## src/rtl/cpu_pkg.sv

```systemverilog
// Shared fetch-stage types and constants: FSM state encoding, instruction
// width, PC step and default reset vector.
package cpu_pkg;
  localparam int          INSN_W       = 32;
  localparam logic [31:0] PC_INC       = 32'd4;
  localparam logic [31:0] RESET_PC_DEF = 32'h0000_0000;

  typedef enum logic [1:0] {
    ST_IDLE,   // queue full, no request
    ST_REQ,    // request on the bus, response is kept
    ST_SQUASH  // request on the bus, response is dropped
  } fetch_state_e;

  typedef struct packed {
    logic [31:0]       pc;
    logic [INSN_W-1:0] insn;
  } fetch_entry_t;

  // Fetch addresses are always word aligned.
  function automatic logic [31:0] align_pc(input logic [31:0] a);
    return {a[31:2], 2'b00};
  endfunction
endpackage

```

## src/rtl/fetch_queue.sv

```systemverilog
// Small synchronous FIFO of fetched {pc, insn} entries with flush. The head
// is kept in its own register so the decoder sees a flopped value.
module fetch_queue
  import cpu_pkg::*;
#(
  parameter  int QDEPTH = 2,
  localparam int AW     = $clog2(QDEPTH)
) (
  input  logic         clk,
  input  logic         rst_n,
  input  logic         flush,
  input  logic         push,
  input  fetch_entry_t push_data,
  input  logic         pop,
  output logic [AW:0]  count,
  output fetch_entry_t head
);
  localparam logic [AW:0] FULL = (AW+1)'(QDEPTH);
  localparam logic [AW:0] ONE  = (AW+1)'(1);

  fetch_entry_t   mem [QDEPTH];
  logic [AW-1:0]  wr_ptr, rd_ptr;
  logic           push_ok, pop_ok;

  assign pop_ok  = pop && (count != '0);
  assign push_ok = push && ((count != FULL) || pop_ok);

  // Storage array; contents need no reset since count gates visibility.
  always_ff @(posedge clk) begin
    if (push_ok && !flush) mem[wr_ptr] <= push_data;
  end

  // Pointers, occupancy and the registered head entry.
  always_ff @(posedge clk or negedge rst_n) begin
    if (!rst_n) begin
      wr_ptr <= '0;
      rd_ptr <= '0;
      count  <= '0;
      head   <= '0;
    end else if (flush) begin
      wr_ptr <= '0;
      rd_ptr <= '0;
      count  <= '0;
    end else begin
      if (push_ok) wr_ptr <= wr_ptr + AW'(1);
      if (pop_ok)  rd_ptr <= rd_ptr + AW'(1);
      count <= count + (AW+1)'(push_ok) - (AW+1)'(pop_ok);
      // New data becomes head when the queue is (or is about to be) empty.
      if (push_ok && ((count == '0) || (pop_ok && count == ONE)))
        head <= push_data;
      else if (pop_ok && count > ONE)
        head <= mem[rd_ptr + AW'(1)];
    end
  end
endmodule

```

## src/rtl/instruction_fetch.sv

```systemverilog
// Instruction fetch stage: single-outstanding memory request FSM feeding a
// small fetch queue, with redirect flush and squash of in-flight responses.
// Optional IFETCH_PERF_CNT_EN adds a fetch_count output of kept fetches.
module instruction_fetch
  import cpu_pkg::*;
#(
  parameter logic [31:0] RESET_PC = RESET_PC_DEF,
  parameter int          QDEPTH   = 2
) (
  input  logic              clk,
  input  logic              rst_n,
  output logic              imem_req,
  output logic [31:0]       imem_addr,
  input  logic              imem_ready,
  input  logic [INSN_W-1:0] imem_rdata,
  input  logic              redirect_valid,
  input  logic [31:0]       redirect_pc,
  output logic              ins_valid,
  input  logic              ins_ready,
  output logic [INSN_W-1:0] ins,
  output logic [31:0]       ins_pc
`ifdef IFETCH_PERF_CNT_EN
  ,output logic [31:0]      fetch_count
`endif
);
  localparam int          AW    = $clog2(QDEPTH);
  localparam logic [AW:0] QFULL = (AW+1)'(QDEPTH);

  fetch_state_e state, state_nxt;
  logic [31:0]  pc, pend_pc, rpc;
  logic [AW:0]  count, cnt_after;
  logic         push, pop;
  fetch_entry_t head;

  assign rpc       = align_pc(redirect_pc);
  assign imem_req  = (state != ST_IDLE);
  assign imem_addr = pc;
  assign ins_valid = (count != '0);
  assign ins       = head.insn;
  assign ins_pc    = head.pc;
  // A redirect kills both the returning data and the decoder's pop.
  assign push      = (state == ST_REQ) && imem_ready && !redirect_valid;
  assign pop       = ins_valid && ins_ready && !redirect_valid;
  assign cnt_after = count + (AW+1)'(1) - (AW+1)'(pop);

  // Next-state logic.
  always_comb begin
    state_nxt = state;
    case (state)
      ST_IDLE:
        if (redirect_valid || count < QFULL) state_nxt = ST_REQ;
      ST_REQ:
        if (redirect_valid)  state_nxt = imem_ready ? ST_REQ : ST_SQUASH;
        else if (imem_ready) state_nxt = (cnt_after < QFULL) ? ST_REQ : ST_IDLE;
      ST_SQUASH:
        if (imem_ready) state_nxt = ST_REQ;
      default: state_nxt = ST_REQ;
    endcase
  end

  // State register.
  always_ff @(posedge clk or negedge rst_n) begin
    if (!rst_n) state <= ST_REQ;
    else        state <= state_nxt;
  end

  // Fetch address and the target parked while a squashed response drains.
  always_ff @(posedge clk or negedge rst_n) begin
    if (!rst_n) begin
      pc      <= RESET_PC;
      pend_pc <= RESET_PC;
    end else begin
      case (state)
        ST_IDLE:
          if (redirect_valid) pc <= rpc;
        ST_REQ:
          if (redirect_valid) begin
            if (imem_ready) pc <= rpc;
            else            pend_pc <= rpc;
          end else if (imem_ready) begin
            pc <= pc + PC_INC;
          end
        ST_SQUASH:
          if (imem_ready)          pc <= redirect_valid ? rpc : pend_pc;
          else if (redirect_valid) pend_pc <= rpc;
        default: ;
      endcase
    end
  end

  fetch_queue #(.QDEPTH(QDEPTH)) u_queue (
    .clk       (clk),
    .rst_n     (rst_n),
    .flush     (redirect_valid),
    .push      (push),
    .push_data ('{pc: pc, insn: imem_rdata}),
    .pop       (pop),
    .count     (count),
    .head      (head)
  );

`ifdef IFETCH_PERF_CNT_EN
  // Count of responses actually written into the queue.
  always_ff @(posedge clk or negedge rst_n) begin
    if (!rst_n)    fetch_count <= '0;
    else if (push) fetch_count <= fetch_count + 32'd1;
  end
`endif
endmodule

```

## config.mk

```make
export PLATFORM = sky130hd
export DESIGN_NAME = instruction_fetch
export DESIGN_NICKNAME = d
export VERILOG_FILES = /design/src/rtl/cpu_pkg.sv /design/src/rtl/fetch_queue.sv /design/src/rtl/instruction_fetch.sv
export SDC_FILE = /design/constraint.sdc
export NUM_CORES = 1
export LEC_CHECK = 0
export ABC_CLOCK_PERIOD_IN_PS = 5500
export CAP_MARGIN = 0
export CELL_PAD_IN_SITES_DETAIL_PLACEMENT = 0
export CELL_PAD_IN_SITES_GLOBAL_PLACEMENT = 1
export CORE_ASPECT_RATIO = 0.8
export CORE_MARGIN = 8
export CORE_UTILIZATION = 44
export DETAILED_ROUTE_END_ITERATION = 6
export PLACE_DENSITY = 0.8
export SLEW_MARGIN = 20
export SYNTH_ARGS = -nofsm -noshare
export SYNTH_HDL_FRONTEND = slang
export SYNTH_SLANG_ARGS = --single-unit
export TNS_END_PERCENT = 5
```

## constraint.sdc

```tcl
create_clock -name clk -period 5.5 [get_ports clk]
set_input_delay 0.825 -clock clk [delete_from_list [all_inputs] [get_ports clk]]
set_output_delay 0.825 -clock clk [all_outputs]
set_load 0.005 [all_outputs]
```

## Yosys cells after proc, flatten, opt, wreduce, memory -nomap -nowiden

Memories as Yosys holds them, arrays and structs flattened.
Cells that the tools add are included.

- Memories: 1
- Output and inout bits: 98
- Input bits: 69
- Memory bits (writable): 128
- Bits in registers: 134

- Bitwise operators: 1
- Mux-type cells: 27
- Equality and inequality tests: 12
- $add $sub $neg: 7
- Reduce and logical (&&, ||, !) cells: 27
- Order comparisons: 3

Memories:

| memory | depth | bits a word | rd ports | clocked after memory_dff | wr ports | RTL line | text |
|---|---|---|---|---|---|---|---|
| u_queue.mem | 2 | 64 | 1 | 0 | 1 | fetch_queue.sv:21 | `fetch_entry_t mem [QDEPTH];` |

Operators with widths:

| cell | number |
|---|---|
| $mux W32 | 9 |
| $mux W64 | 2 |
| $pmux W32 S3 | 1 |
| $pmux W32 S2 | 1 |
| $add A32 B3 Y32 const B | 1 |
| $ne A2 B2 Y1 const B | 8 |
| $mux W2 | 6 |
| $reduce_bool A2 Y1 | 6 |
| $logic_and A1 B1 Y1 | 10 |
| $reduce_and A4 Y1 | 2 |
| $mux W1 | 7 |
| $pmux W2 S3 | 1 |
| $eq A2 B1 Y1 const B | 2 |
| $logic_not A2 Y1 | 2 |
| $lt A2 B2 Y1 const B | 2 |
| $sub A2 B1 Y2 | 2 |
| $logic_or A1 B1 Y1 | 3 |
| $ne A3 B3 Y1 const B | 1 |
| $reduce_and A3 Y1 | 1 |
| $reduce_bool A3 Y1 | 1 |
| $add A1 B1 Y1 const B | 2 |
| $add A2 B1 Y2 | 1 |
| $add A2 B1 Y2 const B | 1 |
| $eq A2 B2 Y1 const B | 1 |
| other kinds (4) | 4 |

## Longest topological paths before layout

Gate-level depths: netlist of run 1.

- Word-level depth: 9
- Depth in mapped cells: 10
- Depth with buffers taken out: 9

## Hierarchy

A second synthesis of run 1 with hierarchy kept.

- Cells, all modules: 1,044
- Area, all modules: 12,284.3 um^2

By module, submodules not included:

| module | times used | area an instance (um^2) | seq. area each (um^2) | cells an instance |
|---|---|---|---|---|
| fetch_queue | 1 | 8,340.5 | 5,545.3 | 603 |
| instruction_fetch | 1 | 3,943.8 | 1,652.8 | 441 |

## Worst setup path before layout of run 1

OpenSTA, ideal clock, no wires.

- Kind: input -> register
- From: input port redirect_valid
- To: memory u_queue.mem[0][0] (netlist name), enable pin
- Data arrival time: 4.405 ns
- Path buffers: 1
- Setup slack: 0.600 ns
- Cell stages on the path: 4
- Required time: 5.005 ns
- Cells stage by stage: and2b_1 clkbuf_1 o311a_1 nor2b_1

- Word-level cells in the longest chain between the ends: 8
- Elaborated cells between the ends (all ways): 9

RTL lines:

| what | RTL line | text |
|---|---|---|
| start, declared | instruction_fetch.sv:16 | `input logic redirect_valid,` |
| $logic_not A1 Y1 (*) | fetch_queue.sv:30, instruction_fetch.sv:42, instruction_fetch.sv:43 |  |
| $logic_and A1 B1 Y1 | instruction_fetch.sv:43 | `assign pop = ins_valid && ins_ready && !redirect_valid;` |
| $logic_and A1 B1 Y1 | fetch_queue.sv:25 | `assign pop_ok = pop && (count != '0);` |
| $logic_or A1 B1 Y1 | fetch_queue.sv:26 | `assign push_ok = push && ((count != FULL) \|\| pop_ok);` |
| $logic_and A1 B1 Y1 | fetch_queue.sv:26 |  |
| $logic_and A1 B1 Y1 (*) | fetch_queue.sv:30 | `if (push_ok && !flush) mem[wr_ptr] <= push_data;` |
| $mux W1 (*) | fetch_queue.sv:30 |  |
| $mux W1 (not written as such) (*) | fetch_queue.sv:30 |  |
| end, declared | fetch_queue.sv:21 |  |

Every way passes the cells marked *; elsewhere a longest branch is shown, timed or not.

## Final worst setup path of run 1

- From: register state[0]
- To: register pc[9], in the netlist imem_addr[9]

- Word-level cells in the longest chain between the ends: 3
- Elaborated cells between the ends (all ways): 9

RTL lines:

| what | RTL line | text |
|---|---|---|
| start, declared | instruction_fetch.sv:29 | `fetch_state_e state, state_nxt;` |
| start signal, assigned | instruction_fetch.sv:64 | `else state <= state_nxt;` |
| $eq A2 B1 Y1 (tied with other cells) | instruction_fetch.sv:73 | `case (state)` |
| $ne A2 B2 Y1 (no line) or $reduce_bool A3 Y1 (tied branches) | -- |  |
| $reduce_and A4 Y1 (no line) | -- |  |
| end signal, assigned | instruction_fetch.sv:75 | `if (redirect_valid) pc <= rpc;` |
| end signal, assigned | instruction_fetch.sv:78 | `if (imem_ready) pc <= rpc;` |
| end signal, assigned | instruction_fetch.sv:81 | `pc <= pc + PC_INC;` |
| end, declared | instruction_fetch.sv:30 | `logic [31:0] pc, pend_pc, rpc;` |

Parallel ways exist; a longest one is shown, timed or not.
A chain may end at the register's enable or synchronous reset.

==> impl_metrics.csv, run 1 <==
group,metric,value,unit
run_status,status,"finished, final reports clean",
min_path,worstHoldPathType,"in2async",
sta,rsz0062_at_grt,"false",
grt,grt_use_total,17.8,%
power_and_ir_drop,powerDensity,545,nW/um2
sta,finalHoldViolations,0,
cells_and_area,area_growth,25.5,%
sta,setup_viol,0,
clocking,root_buffer,"clkbuf_16",
cells_and_area,multi_input_area,4110,um2
placed_design,io_buffers,164,
floorplan,dieHeight,162,um
critical_path,critical_path_peak_fanout,23,
clocking,cts_buffers,28,
power_and_ir_drop,vdd_drop_max,0.280,mV
critical_path,crit_type,"reg2reg",
logic_synthesis,synth_nets,987,
sta,max_slew_margin,25.9,%
logic_synthesis,synth.yosys.seq_area_share,61.8,%
clocking,htree_num_levels,1,
cells_and_area,drive_above_1_share,15.8,%
critical_path,end_kind,"flip-flop",
logic_synthesis,synth_edf_count,128,
clocking,clk_latency,0.54,ns
cells_and_area,stdcell_area,14600,um2
floorplan,die_w,198,um
placed_design,dp_cells,1388,
sta,worst_slew_pin_slew,1.11,ns
placed_design,post_dp_cell_area,13600,um2
clocking,cts_tree,"done",
logic_synthesis,synth_seq_cells,262,
route,wirelength,28900,um
clocking,cts_resized,0,
cells_and_area,finalNonFillerCells,1440,
critical_path,r2r_slack,2.30,ns
floorplan,coreArea,26100,um2
sta,max_freq,312,MHz
sta,finalCritPeriodShare,58.3,%
logic_synthesis,synth_area,11700,um2
route,vias,7852,
logic_synthesis,avgSynthCellArea,12.8,um2
logic_synthesis,ys_types,67,
placed_design,post-dp-hpwl,18500,um
cells_and_area,final_cell_mix,"clkdlybuf4s50_1, dfrtp_1, edfxtp_1, nor2_1, mux2_2",
cells_and_area,seqCellArea,7200,um2
clocking,clkTransAtPathRegs,0.06,ns
clocking,postCtsHoldBufs,0,
cells_and_area,final_util,55.9,%
floorplan,num_rows,53,
route,via_per_inst,5.45,
grt,grt_max_degree,129,
sta,report.final.slew_viol_count,0,
sta,fin_worst_skew,0.0116,ns
grt,overflow,0,
floorplan,io_pins,167,
cells_and_area,num_antenna_cells,0,
floorplan,die-area,32000,um2
logic_synthesis,yosysWarnings,0,
sta,tns,0,ns
job,drv_cap,0,
placed_design,gp_congestion,0.827,
logic_synthesis,netlist_instances,911,
route,wire_per_inst,20.0,um
route,final_antenna_net_count,0,
route,dr.pass1.iters,5,
cells_and_area,final_common_cell,"clkdlybuf4s50_1",
critical_path,startpoint_type,"flip-flop",
route,remaining_drc_errors,0,
grt,grt_pass1_wl,45500,um
clocking,clock_path_buffers,3,
grt,grt_antenna_before_repair,0,
route,drt_iter0_drc,426,
critical_path,cp.required,5.93,ns
clocking,cts_setup_buffers,0,
sta,layout_min_cycle_time,3.20,ns
power_and_ir_drop,p_leak,5.44,nW
cells_and_area,fin_nets,1137,
logic_synthesis,synthArstFlopShare,51.1,%
logic_synthesis,synthFlopType,"dfrtp_1",
critical_path,cp.arrival,3.64,ns
cells_and_area,fill_cells,2199,
grt,grt_pass1_vias,7696,
clocking,numClockSinks,262,
floorplan,initial_core_util,44.6,%
-- worst paths after layout --
check                      startpoint                to  depth (start not counted)
setup / recovery             state[0]      imem_addr[9]                          6
hold / removal                  rst_n  u_queue.head[42]                          1
setup reg to reg             state[0]      imem_addr[9]                          6
hold reg to reg            pend_pc[1]        pend_pc[1]                          1
max in group asynchronous       rst_n      imem_addr[1]                          2
min in group clk           pend_pc[1]        pend_pc[1]                          1
-- layer usage --
metal / wire length, um / global-route usage [%]
met1: 14000 / 26.7
met2: 12600 / 26.4
met3: 1830 / 3.68
met4: 446 / 3.05
met5: 0 / 0
-- cell usage after synthesis, types with 3 or more instances --
| cell type | number | area (um2) |
|---|---|---|
| and3_1 | 12 | 75.1 |
| o22a_1 | 3 | 26.3 |
| nor2b_1 | 7 | 43.8 |
| o21a_1 | 6 | 45.0 |
| buf_4 | 4 | 30.0 |
| buf_2 | 32 | 160 |
| o22ai_1 | 3 | 18.8 |
| a21oi_1 | 81 | 405 |
| nand3_1 | 15 | 75.1 |
| nand4_1 | 9 | 56.3 |
| nand2_1 | 26 | 97.6 |
| a221o_1 | 5 | 50.1 |
| and4_1 | 3 | 26.3 |
| edfxtp_1 | 128 | 3840 |
| buf_1 | 4 | 15.0 |
| ha_1 | 7 | 87.6 |
| a22o_1 | 8 | 70.1 |
| and2_1 | 5 | 31.3 |
| mux2_2 | 94 | 1060 |
| clkbuf_1 | 12 | 45.0 |
| a22oi_1 | 4 | 30.0 |
| nor4_1 | 6 | 37.5 |
| o21ai_0 | 37 | 185 |
| or3_1 | 3 | 18.8 |
| o31ai_1 | 5 | 37.5 |
| inv_1 | 11 | 41.3 |
| a221oi_1 | 9 | 78.8 |
| nor3_1 | 10 | 50.1 |
| buf_6 | 6 | 67.6 |
| mux2i_1 | 66 | 661 |
| dfrtp_1 | 133 | 3330 |
| a31oi_1 | 11 | 68.8 |
| nor2_1 | 102 | 383 |
-- critical path: stages, from the launching register on --
cell,delay (ns)
dfstp_2,0.55
inv_1,0.07
ha_1,0.77
nand2_1,0.82
a221o_1,0.54
o21a_1,0.17
o22a_1,0.16
-- state kept, by name, summed over array words and instances, names as in the netlist --
register	flops
u_queue.wr_ptr	1
u_queue.rd_ptr	1
u_queue.head	64
state	2
u_queue.mem	128
imem_addr	32
pend_pc	32
u_queue.count	2
-- through the flow --
stage	hold slack [ns]	total power (W)	setup WS, ns
3_3_place_gp	0.483	0.00594	1.84
3_5_place_dp	0.487	0.00600	1.80
4_1_cts	0.336	0.00804	2.29
2_1_floorplan	0.464	0.00466	0.600
6_report	0.307	0.00796	2.30
5_1_grt	0.360	0.00843	2.11
-- power breakdown --
group	switching, W	internal (W)
sequential	0.000584	0.00273
combinational	0.00117	0.00145
clock	0.000776	0.00125
total	0.00253	0.00543
-- layout make-up --
class | instances | area share [%]
multi-input cells | 579 | 28.1
repair buffers | 179 | 12.4
clock inverters | 15 | 1.46
well taps | 357 | 3.06
inverters | 11 | 0.282
clock buffers | 37 | 5.44
flip-flops and latches | 262 | 49.3
-- logic make-up after synthesis --
family / Yosys count / synth area share, %
simple gates: 210 / 8.51
compound gates: 198 / 10.8
xor+xnor: 4 / 0.301
flops: 262 / 61.8
mux: 160 / 14.8
buf+inv: 70 / 3.12
fa+ha+maj: 7 / 0.752
(Power assumes the default switching activity.)
==> run 2, diff against run 1 <==
ABC_CLOCK_PERIOD_IN_PS = 3310   (was 5500)
clock period = 3.31 ns   (was 5.5 ns; I/O delays follow)
==> impl_metrics.csv, run 2 (synthesis results as in run 1) <==
group,metric,value,unit
sta,max_slew_margin,49.1,%
min_path,worstHoldPathType,"reg2reg",
power_and_ir_drop,comb_power_share,34.5,%
floorplan,die-area,32000,um2
placed_design,post-place-ws,0.634,ns
cells_and_area,area_growth,26.8,%
placed_design,post_dp_cell_area,13900,um2
sta,layout_min_cycle_time,2.70,ns
clocking,cts_resized,0,
clocking,root_buffer,"clkbuf_16",
grt,grt_antenna_before_repair,0,
cells_and_area,multi_input_area,4110,um2
power_and_ir_drop,vdd_drop_max,0.466,mV
critical_path,max_stage_delay,0.74,ns
floorplan,coreArea,26100,um2
cells_and_area,stdcell_area,14800,um2
critical_path,cp.arrival,3.18,ns
grt,grt_max_degree,129,
sta,max_freq,371,MHz
clocking,htree_num_levels,1,
floorplan,num_rows,53,
critical_path,critical_path_peak_fanout,22,
power_and_ir_drop,p_leak,5.53,nW
cells_and_area,seqCellArea,7200,um2
route,wire_per_inst,20.0,um
cells_and_area,final_cell_mix,"clkdlybuf4s50_1, dfrtp_1, edfxtp_1, nor2_1, mux2_2",
cells_and_area,drive_above_1_share,16.9,%
critical_path,r2r_slack,0.61,ns
sta,fin_worst_skew,0.0172,ns
sta,whs,0.501,ns
route,drt_iter0_drc,472,
floorplan,dieHeight,162,um
cells_and_area,final_common_cell,"clkdlybuf4s50_1",
floorplan,die_w,198,um
job,drv_cap,0,
cells_and_area,num_antenna_cells,0,
sta,setup_viol,0,
route,remaining_drc_errors,0,
route,via_per_inst,5.42,
cells_and_area,fill_cells,2228,
grt,grt_pass1_wl,46500,um
floorplan,io_pins,167,
cells_and_area,fin_nets,1158,
grt,grt_use_total,18.2,%
sta,worst_slew_pin_slew,0.763,ns
route,dr.pass1.iters,5,
clocking,cts_tree,"done",
sta,report.final.slew_viol_count,0,
critical_path,cp_cell_sequence,"inv_1 > ha_1 > and2_1 > buf_4 > a221oi_1 > o31ai_1 > o21a_1",
power_and_ir_drop,switchingPower,0.00420,W
clocking,clk_latency,0.54,ns
critical_path,startpoint_type,"flip-flop",
grt,overflow,0,
power_and_ir_drop,p_int,0.00895,W
critical_path,path_delay_family,"adder cells",
cells_and_area,finalNonFillerCells,1460,
placed_design,post-dp-hpwl,19900,um
floorplan,initial_core_util,44.6,%
critical_path,slowest_stage,"ha_1",
sta,finalHoldViolations,0,
placed_design,io_buffers,164,
cells_and_area,top_regs,"u_queue.mem (128), u_queue.head (64)",
clocking,clock_path_buffers,3,
route,final_antenna_net_count,0,
power_and_ir_drop,seq_power_share,41.7,%
critical_path,end_kind,"flip-flop",
clocking,clkTransAtPathRegs,0.07,ns
clocking,numClockSinks,262,
clocking,cts_buffers,27,
route,vias,7919,
placed_design,dp_cells,1409,
critical_path,crit_type,"reg2reg",
cells_and_area,final_util,56.6,%
cells_and_area,largest-register,"u_queue.mem",
placed_design,gp_congestion,0.841,
grt,grt_pass1_vias,7934,
cells_and_area,largest_register_ffs,128,
power_and_ir_drop,sw_frac_of_total,31.9,%
sta,setup_slack,0.611,ns
power_and_ir_drop,powerDensity,890,nW/um2
critical_path,critPathBufInv,2,
sta,rsz0062_at_grt,"false",
route,wirelength,29200,um
power_and_ir_drop,p_clk_share,23.8,%
sta,finalCritPeriodShare,81.5,%
critical_path,cp.required,3.79,ns
run_status,status,"finished, final reports clean",
-- run 2: changes by cell type in the layout (fill, tap and decap cells not counted), moves of 2 or more --
cell        before  now
inv_6            0    2
clkbuf_8         6    3
buf_12           4   11
clkbuf_1         3    8
buf_4           11   25
clkinvlp_4       2    0
-- run 2: path summary, 6_finish.rpt --
path | startpoint | to | depth (start not counted)
worst max register to register | state[0] | imem_addr[10] | 7
worst min register to register | pend_pc[0] | pend_pc[0] | 1
max in group asynchronous | rst_n | u_queue.head[5] | 3
min in group asynchronous | rst_n | u_queue.head[41] | 2
worst min-delay path | pend_pc[0] | pend_pc[0] | 1
worst max-delay path | state[0] | imem_addr[10] | 7
-- run 2: routing by layer --
metal | GRT usage [%] | vias to the layer above | routed length, um
met2 | 27.2 | 244 | 12600
met1 | 26.5 | 3905 | 14000
li1 | - | 3738 | -
met5 | 0 | - | 0
met3 | 4.30 | 32 | 2140
met4 | 3.76 | 0 | 527
-- run 2: what timing repair did --
item,in CTS,in global routing
setup buffers,0,0
hold buffers,1,0
endpoints found under the hold margin,54,0
-- run 2: final cells by class --
class                      instances  area share, %
clock buffer                      38           5.06
clock inverter                    12           1.13
inverter                          11          0.279
multi-input combinational        579           27.8
sequential                       262           48.7
tap                              357           3.02
timing repair buffer             201           13.9
-- run 2: per-stage QoR --
step                      setup TNS (ns)  total power [W]
final                                  0           0.0132
after detailed placement               0           0.0101
after floorplan                    -6.50          0.00774
after global routing                   0           0.0140
after CTS                              0           0.0133
after global placement                 0           0.0100
-- run 2: power groups by stage --
stage               Sequential (W)  Combinational (W)  Clock (W)
CTS                        0.00549            0.00460    0.00321
floorplan                  0.00522            0.00252          0
detailed placement         0.00555            0.00458          0
finish                     0.00548            0.00454    0.00313
global route               0.00565            0.00499    0.00334
global placement           0.00550            0.00452          0
==> run 3, diff against run 2 <==
ABC_CLOCK_PERIOD_IN_PS = 2300   (was 3310)
CORE_UTILIZATION = 40   (was 44)
PLACE_DENSITY = 0.77   (was 0.8)
clock period = 2.3 ns   (was 3.31 ns; I/O delays follow)
==> impl_metrics.csv, run 3 (synthesis results as in run 1) <==
group,metric,value,unit
cells_and_area,largest-register,"u_queue.mem",
sta,fin_worst_skew,0.00754,ns
placed_design,post_dp_cell_area,14300,um2
floorplan,die-area,34900,um2
clocking,clock_path_buffers,3,
route,wirelength,30100,um
critical_path,cp.required,2.72,ns
critical_path,crit_type,"reg2reg",
critical_path,cp_cell_sequence,"ha_4 > and2b_1 > o2111ai_4 > a21oi_4 > buf_12 > mux2_2",
cells_and_area,final_util,52.6,%
placed_design,gp_congestion,0.817,
power_and_ir_drop,p_leak,5.79,nW
floorplan,coreArea,29000,um2
sta,tns,0,ns
critical_path,path_delay_family,"flip-flops",
run_status,status,"finished, final reports clean",
clocking,root_buffer,"clkbuf_16",
cells_and_area,area_growth,30.9,%
cells_and_area,fin_nets,1207,
sta,max_freq,457,MHz
sta,finalHoldViolations,0,
job,drv_cap,0,
power_and_ir_drop,powerDensity,1270,nW/um2
critical_path,critPathBufInv,1,
clocking,clk_latency,0.54,ns
critical_path,cp.arrival,2.61,ns
clocking,htree_num_levels,1,
critical_path,max_stage_delay,0.56,ns
sta,report.final.slew_viol_count,0,
sta,finalCritPeriodShare,95.2,%
floorplan,initial_core_util,40.2,%
grt,overflow,0,
placed_design,post-dp-hpwl,21000,um
min_path,worstHoldPathType,"in2async",
cells_and_area,top_regs,"u_queue.mem (128), u_queue.head (64)",
grt,grt_max_degree,50,
floorplan,io_pins,167,
floorplan,die_w,207,um
clocking,cts_tree,"done",
route,via_per_inst,5.28,
route,final_antenna_net_count,0,
cells_and_area,finalNonFillerCells,1530,
grt,grt_pass1_vias,8160,
route,dr.pass1.iters,5,
route,drt_iter0_drc,491,
grt,grt_antenna_before_repair,0,
cells_and_area,final_common_cell,"clkdlybuf4s50_1",
floorplan,dieHeight,169,um
critical_path,startpoint_type,"flip-flop",
cells_and_area,final_cell_mix,"clkdlybuf4s50_1, dfrtp_1, edfxtp_1, nor2_1, mux2_2",
sta,whs,0.305,ns
placed_design,dp_cells,1477,
cells_and_area,num_antenna_cells,0,
cells_and_area,drive_above_1_share,21.2,%
grt,grt_use_total,17.1,%
sta,layout_min_cycle_time,2.19,ns
route,wire_per_inst,19.7,um
sta,setup_viol,0,
cells_and_area,largest_register_ffs,128,
critical_path,worst_r2r_path_depth,6,
floorplan,num_rows,56,
route,vias,8078,
critical_path,slowest_stage,"dfstp_2",
sta,rsz0062_at_grt,"true",
critical_path,cp.depth,6,
grt,grt_pass1_wl,47100,um
cells_and_area,stdcell_area,15300,um2
critical_path,critical_path_peak_fanout,48,
critical_path,end_kind,"flip-flop",
critical_path,r2r_slack,0.11,ns
clocking,cts_buffers,28,
route,remaining_drc_errors,0,
sta,max_slew_margin,66.2,%
power_and_ir_drop,vdd_drop_max,0.649,mV
sta,worst_slew_pin_slew,0.506,ns
clocking,clkTransAtPathRegs,0.06,ns
clocking,numClockSinks,262,
placed_design,io_buffers,164,
run 3: layout make-up:
class / instances / area [um2]
sequential: 262 / 7200
tap: 377 / 472
inverter: 11 / 41.3
clock buffer: 38 / 790
fill: 2538 / 13800
multi-input combinational: 579 / 4180
clock inverter: 14 / 90.1
timing repair buffer: 249 / 2490
run 3: path summary, 6_finish.rpt:
kind | to | start
min in group clk | u_queue.mem[0][2] | imem_rdata[2]
setup reg to reg | u_queue.head[30] | state[0]
hold / removal | pend_pc[8] | rst_n
hold reg to reg | pend_pc[1] | pend_pc[1]
setup / recovery | u_queue.head[30] | state[0]
max in group asynchronous | u_queue.head[9] | rst_n
run 3: where the power goes:
| part | total (W) | switching, W | leakage (nW) | internal, W |
|---|---|---|---|---|
| combinational | 0.00764 | 0.00351 | 2.57 | 0.00413 |
| clock | 0.00429 | 0.00179 | 0.442 | 0.00250 |
| sequential | 0.00747 | 0.000937 | 2.78 | 0.00653 |
run 3: layer usage:
layer	wire [um]	up-vias	part of all wire (%)	global-route usage (%)
met5	0	-	0	0
met4	520	0	1.7	4.00
met3	1680	32	5.6	2.94
met2	13100	207	43	25.8
met1	14800	3996	49	25.4
li1	-	3843	-	-
run 3: stage by stage:
step,power [W],setup slack (ns)
final,0.0194,0.110
after global routing,0.0206,-0.0106
after CTS,0.0196,0.00660
after detailed placement,0.0152,-0.0984
after global placement,0.0150,-0.0600
after floorplan,0.0112,-0.415
run 3: what timing repair did:
action                                  in CTS  in global routing
cloned                                       0                  0
setup buffers                                0                  0
endpoints found under the setup margin       2                 18
gates resized for setup                      2                  8
hold endpoints to repair                    42                  0
hold buffers                                 1                  0
pin swaps                                    0                  2
